### src/rtl/aux_uart_pkg.sv
// Shared definitions for the auxiliary UART transmitter.
//   tx_state_t  : transmitter FSM states
//   DATA_WIDTH  : byte width carried by the FIFO and the shift register
//   calc_div()  : clock cycles per serial bit, rounded to nearest
package aux_uart_pkg;

   localparam int DATA_WIDTH = 8;

   typedef enum logic [1:0] {
      ST_IDLE  = 2'd0,
      ST_START = 2'd1,
      ST_DATA  = 2'd2,
      ST_STOP  = 2'd3
   } tx_state_t;

   function automatic int calc_div(input int clk_frequency, input int baud_rate);
      return (clk_frequency + baud_rate / 2) / baud_rate;
   endfunction

endpackage

### src/rtl/aux_uart_tx_fifo.sv
// Synchronous byte FIFO feeding the UART transmitter.
//   clk, reset : clock, asynchronous active-high reset
//   push       : write push_data (ignored while full)
//   pop        : drop the head entry (ignored while empty)
//   pop_data   : combinational head of the FIFO
//   full/empty : occupancy flags
//   level      : number of stored entries (0..DEPTH)
module aux_uart_tx_fifo
   import aux_uart_pkg::*;
#(
   parameter int DEPTH = 16
) (
   input  logic                    clk,
   input  logic                    reset,
   input  logic                    push,
   input  logic [DATA_WIDTH-1:0]   push_data,
   input  logic                    pop,
   output logic [DATA_WIDTH-1:0]   pop_data,
   output logic                    full,
   output logic                    empty,
   output logic [$clog2(DEPTH):0]  level
);

   localparam int AW = $clog2(DEPTH);

   if (DEPTH < 2 || (DEPTH & (DEPTH - 1)) != 0) begin : g_bad_depth
      $error("aux_uart_tx_fifo: DEPTH must be a power of two and at least 2");
   end

   logic [DATA_WIDTH-1:0] mem [DEPTH];
   logic [AW:0]           wr_ptr;
   logic [AW:0]           rd_ptr;
   logic                  do_push;
   logic                  do_pop;

   // Pointers carry one extra wrap bit so full and empty are distinguishable.
   assign empty    = (wr_ptr == rd_ptr);
   assign full     = (wr_ptr[AW] != rd_ptr[AW]) && (wr_ptr[AW-1:0] == rd_ptr[AW-1:0]);
   assign level    = wr_ptr - rd_ptr;
   assign pop_data = mem[rd_ptr[AW-1:0]];
   assign do_push  = push && !full;
   assign do_pop   = pop && !empty;

   always_ff @(posedge clk or posedge reset) begin
      if (reset) begin
         wr_ptr <= '0;
         rd_ptr <= '0;
      end else begin
         if (do_push) wr_ptr <= wr_ptr + 1'b1;
         if (do_pop)  rd_ptr <= rd_ptr + 1'b1;
      end
   end

   always_ff @(posedge clk) begin
      if (do_push) mem[wr_ptr[AW-1:0]] <= push_data;
   end

endmodule

### src/rtl/aux_uart_tx.sv
// Auxiliary UART transmitter: 8 data bits, no parity, 1 or 2 stop bits,
// fronted by a byte FIFO. Frames are sent back to back while data is queued.
//   clk      : board clock
//   reset    : asynchronous active-high reset, aborts any frame in flight
//   wr_valid : producer offers wr_data
//   wr_data  : byte to transmit
//   wr_ready : FIFO not full
//   tx       : registered serial line, idle high
//   busy     : frame on the line or bytes queued
//   level    : FIFO occupancy
//
// state | meaning
// IDLE  | line high, waiting for a queued byte
// START | start bit (low) for one bit period
// DATA  | eight data bits, LSB first
// STOP  | stop period of STOP_BITS bit periods, may chain into the next START
module aux_uart_tx
   import aux_uart_pkg::*;
#(
   parameter int CLK_FREQUENCY = 50000000,
   parameter int BAUD_RATE     = 115200,
   parameter int FIFO_DEPTH    = 16,
   parameter int STOP_BITS     = 1
) (
   input  logic                         clk,
   input  logic                         reset,
   input  logic                         wr_valid,
   input  logic [7:0]                   wr_data,
   output logic                         wr_ready,
   output logic                         tx,
   output logic                         busy,
   output logic [$clog2(FIFO_DEPTH):0]  level
);

   localparam int DIV         = calc_div(CLK_FREQUENCY, BAUD_RATE);
   localparam int STOP_CYCLES = STOP_BITS * DIV;
   localparam int CW          = $clog2(STOP_CYCLES);
   localparam logic [CW-1:0] BIT_LAST  = CW'(DIV - 1);
   localparam logic [CW-1:0] STOP_LAST = CW'(STOP_CYCLES - 1);

   if (DIV < 2) begin : g_bad_div
      $error("aux_uart_tx: baud divisor must be at least 2");
   end
   if (STOP_BITS != 1 && STOP_BITS != 2) begin : g_bad_stop
      $error("aux_uart_tx: STOP_BITS must be 1 or 2");
   end

   tx_state_t             state;
   tx_state_t             state_nxt;
   logic [CW-1:0]         cnt;
   logic [2:0]            bit_idx;
   logic [DATA_WIDTH-1:0] shift;
   logic                  tx_q;
   logic                  bit_end;
   logic                  stop_end;
   logic                  push;
   logic                  pop;
   logic [DATA_WIDTH-1:0] pop_data;
   logic                  full;
   logic                  empty;

   aux_uart_tx_fifo #(
      .DEPTH (FIFO_DEPTH)
   ) u_fifo (
      .clk       (clk),
      .reset     (reset),
      .push      (push),
      .push_data (wr_data),
      .pop       (pop),
      .pop_data  (pop_data),
      .full      (full),
      .empty     (empty),
      .level     (level)
   );

   assign wr_ready = !full;
   assign push     = wr_valid && !full;
   assign tx       = tx_q;
   assign bit_end  = (cnt == BIT_LAST);
   assign stop_end = (cnt == STOP_LAST);

   always_ff @(posedge clk or posedge reset) begin
      if (reset) state <= ST_IDLE;
      else       state <= state_nxt;
   end

   always_comb begin
      state_nxt = state;
      case (state)
         ST_IDLE:  if (!empty) state_nxt = ST_START;
         ST_START: if (bit_end) state_nxt = ST_DATA;
         ST_DATA:  if (bit_end && bit_idx == 3'd7) state_nxt = ST_STOP;
         ST_STOP:  if (stop_end) state_nxt = empty ? ST_IDLE : ST_START;
         default:  state_nxt = ST_IDLE;
      endcase
   end

   // The pop at the end of STOP is what removes the idle gap between frames.
   always_comb begin
      pop = 1'b0;
      case (state)
         ST_IDLE: pop = !empty;
         ST_STOP: pop = stop_end && !empty;
         default: pop = 1'b0;
      endcase
      busy = (state != ST_IDLE) || (level != '0);
   end

   always_ff @(posedge clk or posedge reset) begin
      if (reset) begin
         cnt     <= '0;
         bit_idx <= '0;
         shift   <= '0;
         tx_q    <= 1'b1;
      end else begin
         case (state)
            ST_IDLE: begin
               cnt  <= '0;
               tx_q <= 1'b1;
               if (pop) begin
                  shift <= pop_data;
                  tx_q  <= 1'b0;
               end
            end
            ST_START: begin
               if (bit_end) begin
                  cnt     <= '0;
                  bit_idx <= '0;
                  tx_q    <= shift[0];
               end else begin
                  cnt <= cnt + 1'b1;
               end
            end
            ST_DATA: begin
               if (bit_end) begin
                  cnt     <= '0;
                  bit_idx <= bit_idx + 3'd1;
                  shift   <= shift >> 1;
                  // shift[1] is the next data bit once this shift lands.
                  tx_q    <= (bit_idx == 3'd7) ? 1'b1 : shift[1];
               end else begin
                  cnt <= cnt + 1'b1;
               end
            end
            ST_STOP: begin
               if (stop_end) begin
                  cnt <= '0;
                  if (pop) begin
                     shift <= pop_data;
                     tx_q  <= 1'b0;
                  end
               end else begin
                  cnt <= cnt + 1'b1;
               end
            end
            default: begin
               cnt  <= '0;
               tx_q <= 1'b1;
            end
         endcase
      end
   end

endmodule

### config.mk
export PLATFORM = sky130hd
export DESIGN_NAME = aux_uart_tx
export DESIGN_NICKNAME = d
export VERILOG_FILES = /design/src/rtl/aux_uart_pkg.sv /design/src/rtl/aux_uart_tx_fifo.sv /design/src/rtl/aux_uart_tx.sv
export SDC_FILE = /design/constraint.sdc
export NUM_CORES = 1
export LEC_CHECK = 0
export BUFFER_PORTS_ARGS = -buffer_cell sky130_fd_sc_hd__buf_2
export CAP_MARGIN = 20
export CORE_MARGIN = 3
export CORE_UTILIZATION = 45
export DETAILED_ROUTE_END_ITERATION = 8
export SETUP_SLACK_MARGIN = 0.02
export SYNTH_ARGS = -nofsm -noshare
export SYNTH_HDL_FRONTEND = slang
export SYNTH_SLANG_ARGS = --single-unit
### constraint.sdc
create_clock -name clk -period 3.9 [get_ports clk]
set_clock_uncertainty 0.2 [all_clocks]
set_input_delay 0.78 -clock clk [delete_from_list [all_inputs] [get_ports clk]]
set_output_delay 0.78 -clock clk [all_outputs]
set_load 0.01 [all_outputs]
---- Word-level counts from Yosys, hierarchy flattened ----
Memory sizes are Yosys's and may differ from the RTL's.
Cells that the tools add are included.
storage, ports and cells
  word-level logic and storage cells ...... 71
  input port bits ......................... 11
  RAM bits ................................ 128
  register bits ........................... 33
  memories ................................ 1
  output and inout port bits .............. 8
memories
  name        words  width  rd ports  clocked after memory_dff  write ports  line                    text
  u_fifo.mem  16     8      1         0                         1            aux_uart_tx_fifo.sv:30  logic [DATA_WIDTH-1:0] mem [DEPTH];
cells by class
  add/sub/neg operators ................... 5
  reduce and logical (&&, ||, !) cells .... 19
  equal/unequal tests ..................... 14
  muxes and demuxes ....................... 25
operators by type and width
  cell                                                           count
  8-bit 2-to-1 mux                                               3
  8-bit case mux with 3 select lines                             1
  9-bit case mux with 2 select lines                             1
  5-bit by 1-bit adder with 5-bit output, second input constant  2
  2-bit inequality test, second input constant                   5
  9-bit by 1-bit adder with 9-bit output, second input constant  1
  9-bit equality test, second input constant                     1
  1-bit 2-to-1 mux                                               9
  9-bit 2-to-1 mux                                               1
  2-bit 2-to-1 mux                                               4
  2-bit case mux with 4 select lines                             1
  4-bit AND reduction                                            2
  1-bit logical AND                                              6
  3-bit 2-to-1 mux                                               2
  3-bit case mux with 2 select lines                             1
  3-bit AND reduction                                            2
  5-bit equality test                                            1
  5-bit nonzero test                                             1
  5-bit subtractor                                               1
  2-bit equality test, second input constant                     2
  4-bit equality test                                            1
  1-bit case mux with 4 select lines                             1
  2-bit nonzero test                                             2
  3-bit by 1-bit adder with 3-bit output, second input constant  1
  other kinds (10)                                               11

---- Logic depth before layout (Yosys ltp) ----
  depth in word-level cells ............... 7
  gate-level depth with buffers ........... 11
  depth with buffers taken out ............ 8

---- Cells and area by module ----
Synthesis repeated with hierarchy kept, for this count alone.
second synthesis, totals
  cell total of the unflattened synthesis .. 445
  area total of the unflattened synthesis .. 7129.3 um2
by module, submodules not included
  module            sequential area each (um2)  instances  cells an instance  area each (um2)
  aux_uart_tx_fifo  4093.9                      1          299                5691.7
  aux_uart_tx       576.8                       1          146                1437.6

---- Worst setup path before layout ----
Ideal clock, no wire load.
  kind .................................... reg2out
  start ................................... register u_fifo.rd_ptr[1]
  end ..................................... output port busy
  data required time ...................... 2920 ps
  buffers on the path ..................... 3
  setup slack ............................. 273 ps
  data arrival time ....................... 2647 ps
  cell stages (with the launch flop) ...... 10
  cells stage by stage .................... dfrtp_1 -> clkbuf_1 -> buf_2 -> clkbuf_1 -> inv_1 -> fa_1 -> a21o_1 -> a21oi_1 -> xor2_1 -> or4_1
on the way
  longest elaborated chain between the ends .. 3
RTL lines
  item                    line                    text
  from (decl)             aux_uart_tx_fifo.sv:32  logic [AW:0] rd_ptr;
  from (signal assigned)  aux_uart_tx_fifo.sv:50  if (do_pop) rd_ptr <= rd_ptr + 1'b1;
  5-bit subtractor        aux_uart_tx_fifo.sv:39  assign level = wr_ptr - rd_ptr;
  via level[4]            aux_uart_tx.sv:32       output logic [$clog2(FIFO_DEPTH):0] level
  5-bit nonzero test      aux_uart_tx.sv:106      busy = (state != ST_IDLE) || (level != '0);
  1-bit logical OR        aux_uart_tx.sv:106
  to (decl)               aux_uart_tx.sv:31       output logic busy,
The timed path passes the listed nets, and every way through them passes these cells.

---- Final worst setup path ----
  start ................................... register u_fifo.wr_ptr[0]
  end ..................................... output port busy
on the way
  longest elaborated chain between the ends .. 3
RTL lines
  item                    line                    text
  from (decl)             aux_uart_tx_fifo.sv:31  logic [AW:0] wr_ptr;
  from (signal assigned)  aux_uart_tx_fifo.sv:49  if (do_push) wr_ptr <= wr_ptr + 1'b1;
  5-bit subtractor        aux_uart_tx_fifo.sv:39
  5-bit nonzero test      aux_uart_tx.sv:106
  1-bit logical OR        aux_uart_tx.sv:106
No other way between the ends.

==> results.toml <==
[run_status]
status = "finished clean"

[global_routing]
grtUsageTotal = 0.177
grt_pass1_wl_mm = 22.1
first_global_vias = 3878
grt_overflow = 0
antenna_found_initial = 0
grt_max_degree = 63

[sta]
fin_setup_tns_ns = 0
finalCritPeriodShare = 0.943
worst_pin_slew_ns = 1.01
fin_ws_ns = 0.224
hold_viol_final = 0
relSlewSlack = 0.327
setup_violations = 0
fin_crit_ns = 3.68
rsz0062_at_grt = "false"
drv_slew = 0
fmax_mhz = 272

[routing]
routed_wl_mm = 13.9
via_per_inst = 5.51
route.detailed.drc = 0
vias = 3784
final_antenna_net_count = 0
post_drt_wl_per_cell_um = 20.2
drtIter0Drc = 187
first_pass_iters = 5

[job]
drv_cap = 0

[clocking]
cts_sinks = 161
tritoncts = "built"
clk_pin_slew_ns = 0.06
ctsLongestPathBuffers = 2
post_cts_buffers = 0
insertion_delay_ns = 0.42
htreeDepth = 4
cts_buffers = 17
root_buffer = "clkbuf_16"

[placed_design]
place.gp.congestion = 0.785
dp_hpwl_mm = 9.02
dp_cells = 655
port_buffers = 18
pre_cts_ws_ns = 0.600
dpl_cell_area_mm2 = 0.00735

[synthesis]
synthArstFlopShare = 0.205
syn_inst = 454
synth_area_leader_cell = "edfxtp_1"
synthTopCellsByArea = "edfxtp_1 55%, dfrtp_1 11%, mux2i_1 5.7%"
yosysWarnings = 0
yosysMostFrequentCell = "edfxtp_1"
ys_ff_latch = 161
yosys_most_used_dff = "edfxtp_1"
syn_avg_cell_area_um2 = 15.4
synth_seq_area_share = 0.668
syn_area_mm2 = 0.00699
synth_cell_types = 54
yosys.area.top_type_share = 0.550
synth-edff-count = 128
syn_nets = 485
synth.top_cells.by_count = "128 x edfxtp_1, 40 x mux2i_1, 33 x nor2_1, 32 x dfrtp_1, 22 x inv_1"

[finish]
num_antenna_cells = 0
final_cells = 687
nFillCells = 1239
syn_to_final_growth_pct = 13.2
drive_above_1_share = 0.187
finalInstanceArea_mm2 = 0.00791
fin_nets = 521

[power]
clockPowerShare = 0.372
leakage_nw = 3.16
finalPower_mw = 4.19
p_int_mw = 3.11
p_sw_mw = 1.08
vdd_drop_max_v = 0.000486
seqPwrFrac = 0.500
p_per_area_mw_per_mm2 = 529
p_comb_frac = 0.128
p_sw_frac = 0.258

[setup_path]
worst_ep_required_time_ns = 2.92
crit_fanout = 4
cp-end-kind = "output port"
cp_data_arrival_time_ns = 2.70
startpoint_type = "register"
critPathKind = "register to output port"

[die]
rows = 44
io_pins = 19
core_mm2 = 0.0149
die_w_um = 131
dieArea_mm2 = 0.0171
die_height_um = 131
initial_core_util = 0.470

[hold_path]
min_path_type = "input port to async pin"
==> power groups by stage <==
stage / sequential (mW) / combinational, mW / clock [mW]
finish: 2.09 / 0.537 / 1.56
global route: 2.11 / 0.600 / 1.66
CTS: 2.09 / 0.548 / 1.59
detailed placement: 2.13 / 0.545 / 0
global placement: 2.12 / 0.527 / 0
floorplan: 2.09 / 0.360 / 0
==> final cells by class <==
class	instances	area, um2	area share
Clock buffer	17	425	0.0538
Sequential cell	161	4670	0.591
Clock inverter	15	130	0.0165
Tap cell	184	230	0.0291
Timing Repair Buffer	39	248	0.0313
Multi-Input combinational cell	248	2120	0.268
Inverter	23	86.3	0.0109
==> cells in the final DEF, fill, tap and decap left out, drive strengths merged, types with 2 or more instances in the layout <==
| cell type | netlist | final |
|---|---|---|
| mux4 | 13 | 13 |
| nand2 | 14 | 14 |
| xor2 | 6 | 6 |
| xnor2 | 13 | 13 |
| o21ai | 7 | 7 |
| a22oi | 2 | 2 |
| nand3 | 5 | 5 |
| or2 | 2 | 2 |
| clkinv | 1 | 9 |
| mux2 | 2 | 2 |
| a221o | 6 | 6 |
| a32o | 2 | 2 |
| edfxtp | 128 | 128 |
| dfrtp | 32 | 32 |
| nand4 | 6 | 6 |
| o22ai | 13 | 13 |
| inv | 22 | 27 |
| a2111oi | 8 | 8 |
| nor2 | 33 | 33 |
| a211o | 6 | 6 |
| nor2b | 9 | 9 |
| and2 | 2 | 2 |
| a21o | 2 | 2 |
| a41oi | 2 | 2 |
| nand2b | 3 | 3 |
| buf | 9 | 39 |
| nor3 | 6 | 6 |
| ha | 19 | 19 |
| mux2i | 40 | 40 |
| a21oi | 7 | 7 |
| clkbuf | 13 | 17 |
| a211oi | 6 | 6 |
==> cells by family after synthesis <==
group / count (synthesis) / synth area share
adder cells (fa/ha/maj): 20 / 0.0369
multiplexers: 55 / 0.103
buffers and inverters: 45 / 0.0285
XOR/XNOR: 19 / 0.0238
flip-flops: 161 / 0.668
AO/OA/AOI/OAI: 67 / 0.0757
AND/OR/NAND/NOR: 87 / 0.0637
==> registers in the layout, indices dropped and copies added, names as in the netlist <==
signal,cells
u_fifo.rd_ptr,5
u_fifo.wr_ptr,5
state,2
bit_idx,3
cnt,9
u_fifo.mem,128
shift,8
tx,1
==> worst max-delay path, cell delays in order (launching register included) <==
cell	delay (ns)
dfrtp_1	0.42
inv_2	0.11
ha_1	0.14
inv_1	0.06
fa_1	0.41
a21o_1	0.18
a21oi_1	0.19
xor2_1	0.09
or4_1	0.52
buf_2	0.15
==> final timing paths <==
check	end	startpoint	cells after the start	slack [ns]
setup / recovery	busy	u_fifo.wr_ptr[0]	9	0.22
hold / removal	shift[5]	reset	3	0.24
setup reg to reg	u_fifo.mem[14][3]	u_fifo.rd_ptr[3]	7	0.74
hold reg to reg	u_fifo.rd_ptr[4]	u_fifo.rd_ptr[4]	1	0.30
max in group asynchronous	u_fifo.rd_ptr[0]	reset	3	2.90
min in group clk	u_fifo.rd_ptr[4]	u_fifo.rd_ptr[4]	1	0.30
==> routing by layer <==
layer	track usage	part of all wire
met2	0.286	0.51
met5	0	0
met3	0.0378	0.041
met1	0.239	0.44
met4	0.0665	0.0054
==> stage by stage <==
stage	util	hold slack [ns]
floorplan	-	0.259
global placement	0.495	0.281
detailed placement	0.495	0.287
CTS	0.532	0.260
global route	0.532	0.304
finish	0.532	0.240
==> timing repair <==
item                       in CTS  in global routing
setup endpoints to repair       0                  1
hold buffers                    0                  0
resized for setup               0                  1
(Power assumes the default switching activity.)
